--- src/rtl/lgs_core_sched.sv ---
// Round-robin scheduler sharing one combinational benchmark core between N_REQ
// requesters: accept, drive core_in, wait SETTLE_CYC, sample core_out, respond.
module lgs_core_sched #(
    parameter int N_REQ      = 4,
    parameter int IN_W       = 24,
    parameter int OUT_W      = 21,
    parameter int SETTLE_CYC = 2,
    localparam int ID_W      = $clog2(N_REQ)
) (
    input  logic                   clk,
    input  logic                   rst_n,
    input  logic [N_REQ-1:0]       req_valid,
    output logic [N_REQ-1:0]       req_ready,
    input  logic [N_REQ*IN_W-1:0]  req_data,
    output logic [IN_W-1:0]        core_in,
    input  logic [OUT_W-1:0]       core_out,
    output logic                   rsp_valid,
    input  logic                   rsp_ready,
    output logic [ID_W-1:0]        rsp_id,
    output logic [OUT_W-1:0]       rsp_data,
    output logic                   busy
);

    typedef enum logic [1:0] {IDLE, SETTLE, CAPTURE, RESP} state_t;

    state_t          state;
    logic [ID_W-1:0] rr_ptr;
    logic [ID_W-1:0] gnt;
    logic [3:0]      cnt;
    logic [ID_W:0]   pick_r;
    logic            found;
    logic [ID_W-1:0] pick;

    // Scan downwards so the lowest offset from p (highest priority) is written last.
    function automatic logic [ID_W:0] rr_pick(input logic [N_REQ-1:0] v,
                                              input logic [ID_W-1:0]  p);
        int idx;
        rr_pick = '0;
        for (int k = N_REQ - 1; k >= 0; k--) begin
            idx = (int'(p) + k) % N_REQ;
            if (v[idx]) rr_pick = {1'b1, ID_W'(idx)};
        end
    endfunction

    assign pick_r = rr_pick(req_valid, rr_ptr);
    assign found  = pick_r[ID_W];
    assign pick   = pick_r[ID_W-1:0];
    assign busy   = (state != IDLE);

    // The accept strobe is gated by rst_n so nothing looks accepted while in reset.
    always_comb begin
        req_ready = '0;
        if (rst_n && state == IDLE && found) req_ready[pick] = 1'b1;
    end

    always_ff @(posedge clk or negedge rst_n) begin
        if (!rst_n) begin
            state     <= IDLE;
            rr_ptr    <= '0;
            gnt       <= '0;
            cnt       <= '0;
            core_in   <= '0;
            rsp_valid <= 1'b0;
            rsp_id    <= '0;
            rsp_data  <= '0;
        end else begin
            case (state)
                IDLE: begin
                    if (found) begin
                        core_in <= req_data[pick*IN_W +: IN_W];
                        gnt     <= pick;
                        cnt     <= 4'(SETTLE_CYC - 1);
                        state   <= SETTLE;
                    end
                end
                SETTLE: begin
                    if (cnt == 4'd0) state <= CAPTURE;
                    else             cnt   <= cnt - 4'd1;
                end
                CAPTURE: begin
                    rsp_data  <= core_out;
                    rsp_id    <= gnt;
                    rsp_valid <= 1'b1;
                    state     <= RESP;
                end
                RESP: begin
                    if (rsp_ready) begin
                        rsp_valid <= 1'b0;
                        rr_ptr    <= (gnt == ID_W'(N_REQ - 1)) ? '0 : gnt + 1'b1;
                        state     <= IDLE;
                    end
                end
                default: state <= IDLE;
            endcase
        end
    end

endmodule

--- config.mk ---
export PLATFORM = sky130hd
export DESIGN_NAME = lgs_core_sched
export DESIGN_NICKNAME = d
export VERILOG_FILES = /design/src/rtl/lgs_core_sched.sv
export SDC_FILE = /design/constraint.sdc
export NUM_CORES = 1
export LEC_CHECK = 0
export BUFFER_PORTS_ARGS = -buffer_cell sky130_fd_sc_hd__buf_4
export CAP_MARGIN = 40
export CORE_MARGIN = 4
export CORE_UTILIZATION = 23
export DETAILED_ROUTE_END_ITERATION = 6
export PLACE_DENSITY_LB_ADDON = 0.12
export REMOVE_ABC_BUFFERS = 1
export SYNTH_ARGS = -nofsm -noshare
export SYNTH_HDL_FRONTEND = slang
export SYNTH_SLANG_ARGS = --single-unit
--- constraint.sdc ---
create_clock -name clk -period 3.7 [get_ports clk]
set_input_delay 0.37 -clock clk [delete_from_list [all_inputs] [get_ports clk]]
set_output_delay 0.37 -clock clk [all_outputs]
set_load 0.005 [all_outputs]
==> qor.yml <==
outcome:
  status: "finished, final reports clean"
synth:
  yosysMostFrequentCell: "dfrtp_1"
  synth_edf_count: 0
  ys_ff_latch: 58
  yosysTopAreaCellShare_pct: 49.4
  synthAdderAreaFrac_pct: 2.98
  syn_inst: 248
  ys_top_cells_by_area: "dfrtp_1, mux2_2, mux2i_1"
  synth_top_family_by_area: "compound AO/OA/AOI/OAI gates"
  yosys.area.top_type: "dfrtp_1"
  synthSimpleGateAreaFrac_pct: 4.77
  avgSynthCellArea_um2: 11.9
  async_flop_share_pct: 100
  synthFlopType: "dfrtp_1"
  synth_compound_area_share_pct: 20.2
  netlist_top_cells_count: "dfrtp_1, mux2i_1, a222oi_1, mux2_2, o21ai_1"
  ys_warn_count: 0
  ys_seq_area_share_pct: 49.4
  synth_mux_area_share_pct: 18.1
  synth.distinct_cells: 37
  synthXorXnorAreaFrac_pct: 0
  synth_area_mm2: 0.00294
die:
  core-area_mm2: 0.0126
  die_w_um: 121
  dieArea_mm2: 0.0147
  num_io_pins: 177
  die_y_um: 121
  start_util_pct: 23.4
  rows: 41
layout:
  seq_area_mm2: 0.00145
  final_area_mm2: 0.00474
  antenna_cells: 0
  fillers: 1220
  multiInputGateArea_mm2: 0.00135
  fin_nets: 554
  fin_util_pct: 37.8
  layout-drive-gt1-share_pct: 52.2
  syn2layout_area_growth_pct: 61.4
critical_path:
  worstPathArrival_ns: 2.13
  critPathBufInv: 1
  cp_top_family: "compound AO/OA/AOI/OAI gates"
  end_kind: "output port"
  worstPathCellList: "nand2b_1 > a21oi_1 > a221o_2 > nor3b_1 > buf_4"
  cp_max_fo: 28
  slowest_stage: "a221o_2"
  worstSetupPathType: "flip-flop to output port"
  slowest_delay_ns: 0.70
  worstPathRequired_ns: 3.33
  cp-start-kind: "flip-flop"
route:
  drc: 0
  drtIter0Drc: 139
  drtAntennaViolNets: 0
  finalWirelength_um: 9530
  vias_per_cell: 4.63
  num_vias: 2774
  wire_per_inst_um: 15.9
  drtPass1Iterations: 5
clock_tree:
  insertion_delay_ns: 0.33
  htreeDepth: 3
  numCtsBuffers: 9
  path_clk_slew_ns: 0.06
  cts_max_path_buffers: 2
  cts_tree: "yes"
  hold_buffers: 0
  cts_setup_buffers: 0
  cts_root_buffer: "clkbuf_16"
  cts.sinks: 58
  cts_resized: 0
power_and_ir_drop:
  p_leak_uw: 0.00230
  ir_drop_v: 0.000248
  p_per_area_mw_per_mm2: 766
worst_hold_path:
  hold_path.class: "input port to async pin"
grt:
  antenna_found_initial: 0
  grt_pass1_vias: 2967
  grt_pass1_wl_um: 15200
  gr-total-overflow: 0
  grt_use_total_pct: 13.4
  grt_max_degree: 59
placement:
  placed_area_mm2: 0.00446
  place_congestion: 0.738
  port_buffers: 176
  hpwl_um: 7100
flow_run:
  maxCapViolations: 0
sta:
  fin_setup_tns_ns: 0
  rsz0062_at_grt: "no"
  setup_viol: 0
  max_freq_mhz: 399
  hold_viol_final: 0
  min_period_ns: 2.50
  worstMarginPinSlew_ns: 0.855
  skew_ns: 0.00864
  slew_viol_final: 0
  post-route-period-util_pct: 67.7
  max_slew_margin_pct: 43.0
area by class of cell:
type | instances | area share, %
clock buffer | 10 | 4.83
clock inverter | 5 | 1.19
sequential | 58 | 30.6
timing repair buffer | 181 | 29.6
inverter | 9 | 0.712
tap | 172 | 4.54
multi-input combinational | 164 | 28.5
path summary, 6_finish.rpt:
check,startpoint,endpoint,slack [ns],depth (start not counted)
worst min register to register,rsp_data[19],rsp_data[19],0.50,1
worst max register to register,rr_ptr[1],core_in[1],1.72,5
max in group asynchronous,rst_n,cnt[0],2.95,2
min in group clk,req_data[87],core_in[15],0.27,3
worst max-delay path,rr_ptr[1],req_ready[0],1.20,5
worst min-delay path,rst_n,rsp_data[11],0.25,2
sequential cells by signal, summed over array words and instances, names as in the netlist:
signal	count
gnt	2
cnt	4
state	2
rsp_id	2
rr_ptr	2
rsp_data	21
rsp_valid	1
core_in	24
logic make-up (layout without fill, tap and decap cells):
family / count (synthesis) / count (layout)
flip-flops: 58 / 58
multiplexers: 50 / 50
AND/OR/NAND/NOR: 26 / 26
buffers and inverters: 26 / 205
AO/OA/AOI/OAI: 81 / 81
adder cells (fa/ha/maj): 7 / 7
worst reg2reg max path, stage by stage (launching register included):
cell and delay, ns:
dfrtp_1 0.41, nand2b_1 0.16, a21oi_1 0.14, a221o_2 0.70, mux2i_1 0.33, o21ai_0 0.11
where the power goes:
part | switching [uW] | total [uW] | internal [uW]
clock network | 286 | 801 | 515
registers | 186 | 1130 | 949
logic | 736 | 1700 | 964
routing by layer:
metal | vias up | wire length (um) | track usage, %
met5 | - | 0 | 0
met4 | 0 | 191 | 5.38
met3 | 13 | 1100 | 6.11
met2 | 148 | 4350 | 21.3
met1 | 1294 | 3880 | 15.7
li1 | 1319 | - | -
through the flow:
stage                     power, uW  hold slack [ns]  std cells  worst slack (ns)
after floorplan                2010           0.0744        231              1.46
after global placement         2820            0.491        581              1.49
after detailed placement       2890            0.496        584              1.48
after CTS                      3710            0.258        599              1.12
after global routing           3930            0.269        599             0.973
final                          3640            0.253        599              1.20
placed cells by master, fill, tap and decap left out, drive strengths merged, types with 7 or more instances in the layout:
master  synthesis  routed
a21oi           7       7
clkbuf          8      10
buf             9     181
a222oi         24      24
inv             9       9
mux2           24      24
dfrtp          58      58
nand2           9       9
o21ai          34      34
mux2i          26      26
ha              7       7
nor2            7       7
No activity file was read; power rests on OpenSTA's default activity.
